`config.mk`:
```
export PLATFORM = sky130hd
export DESIGN_NAME = v_row_packer
export DESIGN_NICKNAME = d
export VERILOG_FILES = /design/src/rtl/v_row_packer_pkg.sv /design/src/rtl/v_row_packer_assembler.sv /design/src/rtl/v_row_packer.sv
export SDC_FILE = /design/constraint.sdc
export NUM_CORES = 2
export LEC_CHECK = 0
export BUFFER_PORTS_ARGS = -buffer_cell sky130_fd_sc_hd__buf_4
export CORE_UTILIZATION = 52
export DETAILED_ROUTE_END_ITERATION = 8
export GPL_TIMING_DRIVEN = 0
export PLACE_DENSITY = 0.78
export REMOVE_ABC_BUFFERS = 1
export SKIP_CTS_REPAIR_TIMING = 1
export SYNTH_ARGS = -nofsm -noshare
export SYNTH_HDL_FRONTEND = slang
export SYNTH_HIERARCHICAL = 1
export SYNTH_SLANG_ARGS = --single-unit
```
`constraint.sdc`:
```
create_clock -name clk -period 3 [get_ports clk]
set_input_delay 0.3 -clock clk [delete_from_list [all_inputs] [get_ports clk]]
set_output_delay 0.3 -clock clk [all_outputs]
set_load 0.1 [all_outputs]
```
`src/rtl/v_row_packer_pkg.sv`:
```
// Shared definitions for the V-row packer: element, beat and row types plus FSM states.
`ifndef MAX_SEQ_LENGTH
`define MAX_SEQ_LENGTH 16
`endif

package v_row_packer_pkg;

  localparam int V_ELEM_W      = 8;
  localparam int HEAD_DIM      = 64;
  localparam int V_BEAT_ELEMS  = 8;
  localparam int BEATS_PER_ROW = HEAD_DIM / V_BEAT_ELEMS;

  typedef logic [V_ELEM_W-1:0]         V_ELEM_T;
  typedef V_ELEM_T [V_BEAT_ELEMS-1:0]  V_BEAT_T;
  typedef V_ELEM_T [HEAD_DIM-1:0]      V_VECTOR_T;

  typedef enum logic [1:0] {
    V_IDLE,
    V_FILL,
    V_DRAIN,
    V_DONE
  } V_PACKER_STATE_T;

endpackage

```
`src/rtl/v_row_packer_assembler.sv`:
```
// Beat-to-row assembly stage: beat counter, partial-row register and row-complete flag.
module v_row_assembler
  import v_row_packer_pkg::*;
#(
  parameter int BEAT_ELEMS = V_BEAT_ELEMS
) (
  input  logic                     clk,
  input  logic                     rst,
  input  logic                     clear,
  input  logic                     beat_fire,
  input  V_ELEM_T [BEAT_ELEMS-1:0] beat_data,
  output logic                     last_beat,
  output logic                     row_complete,
  output V_VECTOR_T                row_next
);

  localparam int BPR = HEAD_DIM / BEAT_ELEMS;
  localparam int BCW = (BPR > 1) ? $clog2(BPR) : 1;

  logic [BCW-1:0] beat_cnt;
  V_VECTOR_T      asm_row;

  assign last_beat    = (beat_cnt == BCW'(BPR - 1));
  assign row_complete = beat_fire && last_beat;

  // Current row with the incoming beat merged at its slot; the top captures this on the final beat.
  always_comb begin
    row_next = asm_row;
    for (int k = 0; k < BPR; k++) begin
      if (beat_cnt == BCW'(k)) begin
        row_next[k*BEAT_ELEMS +: BEAT_ELEMS] = beat_data;
      end
    end
  end

  always_ff @(posedge clk or negedge rst) begin
    if (!rst) begin
      beat_cnt <= '0;
      asm_row  <= '0;
    end else if (clear) begin
      beat_cnt <= '0;
      asm_row  <= '0;
    end else if (beat_fire) begin
      if (last_beat) begin
        beat_cnt <= '0;
        asm_row  <= '0;
      end else begin
        beat_cnt <= beat_cnt + BCW'(1);
        asm_row  <= row_next;
      end
    end
  end

endmodule

```
`src/rtl/v_row_packer.sv`:
```
// Packs narrow V-matrix beats into full rows and writes them into the V FIFO.
// Optional V_PACKER_ABORT_EN adds an abort input that returns the packer to IDLE.
module v_row_packer
  import v_row_packer_pkg::*;
#(
  parameter  int NUM_ENTRIES = `MAX_SEQ_LENGTH,
  parameter  int BEAT_ELEMS  = V_BEAT_ELEMS,
  localparam int CW          = $clog2(NUM_ENTRIES) + 1
) (
  input  logic                     clk,
  input  logic                     rst,
`ifdef V_PACKER_ABORT_EN
  input  logic                     abort,
`endif
  input  logic                     start,
  input  logic [CW-1:0]            num_rows,
  output logic                     busy,
  output logic                     done,
  input  logic                     in_valid,
  output logic                     in_ready,
  input  V_ELEM_T [BEAT_ELEMS-1:0] in_data,
  output logic                     write_enable,
  input  logic                     sram_ready,
  output V_VECTOR_T                write_data,
  output logic [CW-1:0]            rows_written
);

  localparam logic [CW-1:0] MAX_ROWS = CW'(NUM_ENTRIES);

  V_PACKER_STATE_T state, state_next;
  logic [CW-1:0]   target, target_next;
  logic [CW-1:0]   rows_asm, rows_asm_next;
  logic [CW-1:0]   rows_written_next;
  logic            out_full, out_full_next;
  V_VECTOR_T       out_row_next;
  logic [CW-1:0]   num_clamped;
  logic            abort_hit;
  logic            out_fire;
  logic            beat_fire;
  logic            asm_clear;
  logic            last_beat;
  logic            row_complete;
  V_VECTOR_T       row_next;

`ifdef V_PACKER_ABORT_EN
  assign abort_hit = abort && (state != V_IDLE);
`else
  assign abort_hit = 1'b0;
`endif

  assign num_clamped  = (num_rows > MAX_ROWS) ? MAX_ROWS : num_rows;
  assign out_fire     = out_full && sram_ready;
  assign write_enable = out_full;
  assign busy         = (state != V_IDLE);
  assign done         = (state == V_DONE);
  assign beat_fire    = in_valid && in_ready;
  assign asm_clear    = (state == V_IDLE) || abort_hit;

  // The final beat may only land if the output slot is free or is being emptied this cycle.
  assign in_ready = (state == V_FILL) && (rows_asm < target)
                    && !(last_beat && out_full && !sram_ready);

  v_row_assembler #(
    .BEAT_ELEMS (BEAT_ELEMS)
  ) u_assembler (
    .clk          (clk),
    .rst          (rst),
    .clear        (asm_clear),
    .beat_fire    (beat_fire),
    .beat_data    (in_data),
    .last_beat    (last_beat),
    .row_complete (row_complete),
    .row_next     (row_next)
  );

  always_comb begin
    state_next        = state;
    target_next       = target;
    rows_asm_next     = rows_asm;
    rows_written_next = rows_written + {{(CW-1){1'b0}}, out_fire};
    out_full_next     = out_full;
    out_row_next      = write_data;

    if (row_complete) begin
      out_full_next = 1'b1;
      out_row_next  = row_next;
    end else if (out_fire) begin
      out_full_next = 1'b0;
    end

    case (state)
      V_IDLE: begin
        if (start) begin
          target_next       = num_clamped;
          rows_asm_next     = '0;
          rows_written_next = '0;
          // A zero-row load still takes one DRAIN cycle so done lands two cycles after start.
          state_next        = (num_clamped != '0) ? V_FILL : V_DRAIN;
        end
      end
      V_FILL: begin
        if (row_complete) begin
          rows_asm_next = rows_asm + CW'(1);
          if (rows_asm + CW'(1) == target) begin
            state_next = V_DRAIN;
          end
        end
      end
      V_DRAIN: begin
        if ((rows_written_next == target) && !out_full_next) begin
          state_next = V_DONE;
        end
      end
      V_DONE: begin
        state_next = V_IDLE;
      end
      default: begin
        state_next = V_IDLE;
      end
    endcase

    if (abort_hit) begin
      state_next    = V_IDLE;
      out_full_next = 1'b0;
    end
  end

  always_ff @(posedge clk or negedge rst) begin
    if (!rst) begin
      state        <= V_IDLE;
      target       <= '0;
      rows_asm     <= '0;
      rows_written <= '0;
      out_full     <= 1'b0;
      write_data   <= '0;
    end else begin
      state        <= state_next;
      target       <= target_next;
      rows_asm     <= rows_asm_next;
      rows_written <= rows_written_next;
      out_full     <= out_full_next;
      write_data   <= out_row_next;
    end
  end

endmodule

```
---- Yosys cells after proc, flatten, opt, wreduce, memory -nomap -nowiden ----
Cells that the tools add are included.
storage, ports and cells
  register bits ........................... 1,045
cells by class
  $add $sub $neg .......................... 3
  order comparisons ....................... 2
  equal/unequal tests ..................... 16
  multiplexer cells ....................... 28
  reduce and logical (&&, ||, !) cells .... 20
operator list
  cell                                            count
  two-way mux 512 bit                             3
  two-way mux 64 bit                              8
  two-way mux 5 bit                               5
  == test 3 bit (second input constant)           4
  == test 5 bit                                   2
  two-way mux 2 bit                               5
  case mux 5 bit (2 select lines)                 1
  two-way mux 3 bit                               3
  logical AND 1 bit                               8
  case mux 2 bit (4 select lines)                 1
  == test 3 x 2 -> 1 bit (second input constant)  2
  != test 2 bit (second input constant)           3
  nonzero test 2 bit                              3
  adder 5 x 1 -> 5 bit                            1
  adder 5 x 1 -> 5 bit (second input constant)    1
  > comparator 5 bit (second input constant)      1
  < comparator 5 bit                              1
  nonzero test 5 bit                              1
  == test 2 bit (second input constant)           2
  AND reduction 4 bit                             1
  adder 3 x 1 -> 3 bit (second input constant)    1
  == test 3 x 1 -> 1 bit (second input constant)  1
  logical NOT 1 bit                               3
  logical NOT 3 bit                               1
  6 further kinds                                 7

---- Depth between registers and ports, before layout ----
  depth in word-level cells ............... 12
  gate-level depth with buffers ........... 15

---- Modules after synthesis ----
The synthesis kept the hierarchy.
by module, submodules not included
  module           instances  cells each  area an instance (sq um)  seq. area each (sq um)
  v_row_assembler  1          1,809       24,972.7                  12,887.4
  v_row_packer     1          1,228       20,173.1                  13,262.7

---- Worst setup path after synthesis ----
No wires, ideal clock.
  path type ............................... register -> register
  start point ............................. reg state[1]
  end point ............................... reg state[1]
  library setup time ...................... 81 ps
  data arrival time ....................... 3,010 ps
  required time ........................... 2,919 ps
  slack ................................... -91 ps
  stages on the path, launching flop included .. 16
  buffers on the path ..................... 4
  cells stage by stage .................... dfrtp_1 -> inv_1 -> ha_1 -> clkbuf_1 -> inv_1 -> clkbuf_1 -> a211oi_1 -> and3_1 -> buf_4 -> and2_1 -> clkbuf_1 -> inv_1 -> a2111oi_2 -> o311ai_1 -> a221oi_2 -> mux2i_1
on the way
  cells in the longest elaborated chain, start to end .. 10
  elaborated cells on any way between the ends .. 17
  classes of those cells .................. eq/ne: 7; mux: 2; reduce/logical: 8
ends and longest elaborated chain
  element                          line                          text
  start: declaration               v_row_packer.sv:30            V_PACKER_STATE_T state, state_next;
  start signal: assignment         v_row_packer.sv:137           state <= state_next;
  == test 2 x 1 -> 1 bit *         v_row_packer.sv:60            assign in_ready = (state == V_FILL) && (rows_asm < target)
  logical AND 1 bit *              v_row_packer.sv:60
  logical AND 1 bit *              v_row_packer.sv:61            && !(last_beat && out_full && !sram_ready);
  logical AND 1 bit *              v_row_packer.sv:56            assign beat_fire = in_valid && in_ready;
  net beat_fire                    v_row_packer.sv:39            logic beat_fire;
  logical AND 1 bit *              v_row_packer_assembler.sv:24  assign row_complete = beat_fire && last_beat;
  net row_complete                 v_row_packer.sv:42            logic row_complete;
  two-way mux 1 bit                v_row_packer.sv:84            if (row_complete) begin
  logical NOT 1 bit                v_row_packer.sv:110           if ((rows_written_next == target) && !out_full_next) begin
  logical AND 1 bit                v_row_packer.sv:110
  != test 2 bit (no line)          -
  AND reduction 4 bit (no line) *  -
The timed path passes the listed nets; every way through them passes the cells marked *.
A chain may end at the register's enable or synchronous reset.

---- Worst setup path after layout ----
  start point ............................. reg target[2]
  end point ............................... reg u_assembler/asm_row[399] (netlist name)
on the way
  cells in the longest elaborated chain, start to end .. 5
ends and longest elaborated chain
  element                       line                          text
  start: declaration            v_row_packer.sv:31            logic [CW-1:0] target, target_next;
  start signal: assignment      v_row_packer.sv:138           target <= target_next;
  < comparator 5 bit            v_row_packer.sv:60
  logical AND 1 bit             v_row_packer.sv:60
  logical AND 1 bit             v_row_packer.sv:61
  logical AND 1 bit             v_row_packer.sv:56
  net beat_fire                 v_row_packer.sv:39
  nonzero test 2 bit (no line)  -
  end signal: assignment        v_row_packer_assembler.sv:49  asm_row <= row_next;
  end: declaration              v_row_packer_assembler.sv:21  V_VECTOR_T asm_row;
The timed path passes the listed nets, and every way through them passes these cells.

==> summary.txt <==
Status
  • Status: finished with violations
  • Failing checks: negative hold slack, negative setup slack

STA
  • Worst Clk Skew: 0.03139 ns
  • Post-route minimum period: a little over 3 ns
  • Hold Vio Cnt, Final: 109
  • Period utilization: 103.6%
  • Max Fclk: approximately 320 MHz
  • Max-slew headroom: between 20% and 30%
  • Max-slew violations: 0
  • Worst-Margin Slew: roughly 1.1 ns
  • Hold Slack: -0.4831 ns
  • Unrepaired setup endpoints after global routing: true
  • Final setup TNS: -9.226 ns
  • Fin worst setup slack: -0.1091 ns
  • Final setup fails: ~220

Global routing
  • Number of global-route vias before repair: roughly 30,000
  • Overflow after GRT: 0
  • Initial antenna violation count: 2
  • GRT Util Overall: around 27%
  • Largest net degree at the start of global routing: about 170
  • First-pass GRT wire length: 183.7 mm

Worst setup path
  • Crit-path max FO: 27
  • CP startpoint kind: flop
  • Worst Path Buf+Inv: 4
  • CP Capture Type: flop
  • Max incr delay on CP: 0.41 ns
  • Worst path arrival time: 3.71 ns
  • Slowest stage cell, crit path: dfrtp_2
  • Req. time, crit path: 3.60 ns
  • Critical Path, Cell by Cell: inv_1 > ha_1 > o21a_1 > o21a_1 > o21ai_2 > and3_4 > buf_4 > nand3b_1 > nor2_4 > buf_12 > buf_12 > a22o_1
  • Largest delay share family, worst path: simple AND/OR/NAND/NOR gates
  • Crit Path Category: reg2reg

Pwr
  • Power Density: slightly below 700 nW/um^2
  • Power Total: slightly below 40 mW
  • Max rail drop VDD: between 800 and 900 uV
  • Pleak: ~29 nW

Drt
  • DR vias: around 30,000
  • Wire per inst: 27.04 um
  • # DRC: 0
  • Avg Vias per Cell: around 6.1
  • DRT Wirelength: approximately 130 mm
  • Initial drt markers: ~2,000
  • Post-route ant nets: 0
  • Drt first pass iters: 5

CTS
  • CTS H-tree depth: 3
  • Deepest clock path buffer count: 3
  • Reg clk slew, reported paths: around 0.06 ns
  • Insertion delay to the later sink of the worst-skew pair: 0.68 ns
  • CTS tree: built
  • Number of clock sinks: between 1,000 and 1,500
  • Num CTS Buffers: about 110
  • Root Driver: clkbuf_16

Yosys
  • Post-synthesis register bit count: between 1,000 and 1,500
  • Area contributors post-synth: dfrtp_1 58%, mux2_2 26%, a22o_1 9.9%
  • Asr flop ratio synth: 100.0%
  • Yosys top cell area share: ~58%
  • Synth Flop Type: dfrtp_1
  • Netlist Area Pre-Place: about 45,000 um^2
  • Yosys cell types: 49
  • Yosys top cell by area: dfrtp_1
  • Sequential area share after synthesis: roughly 58%
  • EDFF count, synth: 0
  • Mapped Avg Cell Area: 14.87 um^2
  • Synthesized instance count: ~3,000
  • Synth warn: 6

Floorplan
  • Die X: 296.7 um
  • Die H: roughly 300 um
  • Area of the core: 85,550 um^2
  • Row Count: around 110
  • Starting Density: 52.77%
  • Boundary pin count: roughly 600
  • Die area: 88,000 um^2

Place
  • Placed Area: between 50,000 and 60,000 um^2
  • IO buf count: ~600
  • GPL Wtd Cong: roughly 0.76
  • Pre-CTS setup slack: -2.263 ns
  • Post-placement cell count: approximately 4,600
  • Detailed placer's ending HPWL: 78.64 mm

Cells and area
  • Area Growth Syn to Fin: 25.07%
  • Commonest cells after routing, fill and taps aside: 1,038 x dfrtp_1, 1,025 x mux2_2, 647 x buf_4, 512 x a22o_1, 129 x clkbuf_16
  • Final core occ: 66.00%
  • Number of diodes: 0
  • Fin area: 56,460 um^2
  • Non-Filler Instances: roughly 4,900
  • Proportion of layout cells with a drive suffix above 1: a little over half
  • # nets final: between 3,000 and 4,000
  • Commonest non-fill, non-tap cell in the layout: dfrtp_1

Min path
  • Hold Path Class: in2async

Run
  • Max_cap viols: 0
## where the power goes
part / switching [mW] / internal (mW)
Combinational: 5.78 / 3.85
Clock: 5.60 / 7.66
Sequential: 0.581 / 15.1
## area by class of cell
| class | count | area [um^2] |
|---|---|---|
| Clock buffer | 162 | 3198 |
| Clock inverter | 28 | 284.0 |
| Fill cell | 5882 | 29090 |
| Timing Repair Buffer | 822 | 7875 |
| Multi-Input combinational cell | 1694 | 17450 |
| Tap cell | 1144 | 1431 |
| Sequential cell | 1045 | 26160 |
| Inverter | 14 | 61.31 |
## kinds of logic (layout without fill, tap and decap cells)
family                     after synthesis  count (layout)  synth area share (%)
muxes                                 1027            1027                 25.61
DFF                                   1045            1045                 57.92
xor gates and xnor gates                15              15                0.2910
AOI/OAI and AO/OA                      553             553                 10.65
buffers and inverters                  301            1026                 3.924
and+or+nand+nor                         77              80                 1.070
adders and majority gates               19              19                0.5266
## cells in the mapped netlist (all sizes together) (2+ instances only)
cell type  instances
nand3b             2
ha                19
or2                3
nand2             13
nor4               3
a21oi             11
nand3              4
mux2            1025
nor3b              2
o21ai             16
nor2              11
xor2               6
a211oi             2
xnor2              9
buf              191
nand4              3
and2               8
and2b              3
dfrtp           1045
nor2b              4
a22o             512
nor3               9
o221ai             2
inv               14
nand2b             8
mux2i              2
o21a               3
clkbuf            96
## layer usage
layer | share of wire (%) | vias to the layer above | GRT usage, % | routed length (um)
li1 | - | 12549 | - | -
met1 | 40 | 15738 | 36.59 | 53480
met2 | 47 | 1260 | 43.75 | 62590
met3 | 7.7 | 320 | 5.918 | 10230
met4 | 4.8 | 2 | 11.13 | 6420
met5 | 0.0098 | - | 0 | 13
## sequential cells by signal, indices dropped and copies added, names as in the netlist
| signal | cells |
|---|---|
| rows_written | 5 |
| u_assembler/asm_row | 512 |
| u_assembler/beat_cnt | 3 |
| write_data | 512 |
| rows_asm | 5 |
| write_enable | 1 |
| state | 2 |
| target | 5 |
## worst reg2reg max path: stages, from the launching register on
cell      delay [ns]
dfrtp_2         0.41
inv_1           0.10
ha_1            0.35
o21a_1          0.16
o21a_1          0.19
o21ai_2         0.13
and3_4          0.26
buf_4           0.15
nand3b_1        0.41
nor2_4          0.28
buf_12          0.17
buf_12          0.21
a22o_1          0.23
## path summary, 6_finish.rpt
kind,start,slack (ns),to,cells past startpoint
setup / recovery,target[2],-0.11,u_assembler/asm_row[399],12
hold reg to reg,u_assembler/asm_row[211],0.50,u_assembler/asm_row[211],1
setup reg to reg,target[2],-0.11,u_assembler/asm_row[399],12
min in group clk,in_data[55],0.01,u_assembler/asm_row[375],2
hold / removal,rst,-0.48,write_data[481],1
max in group asynchronous,rst,0.75,u_assembler/asm_row[387],4
No activity file was read; power rests on OpenSTA's default activity.
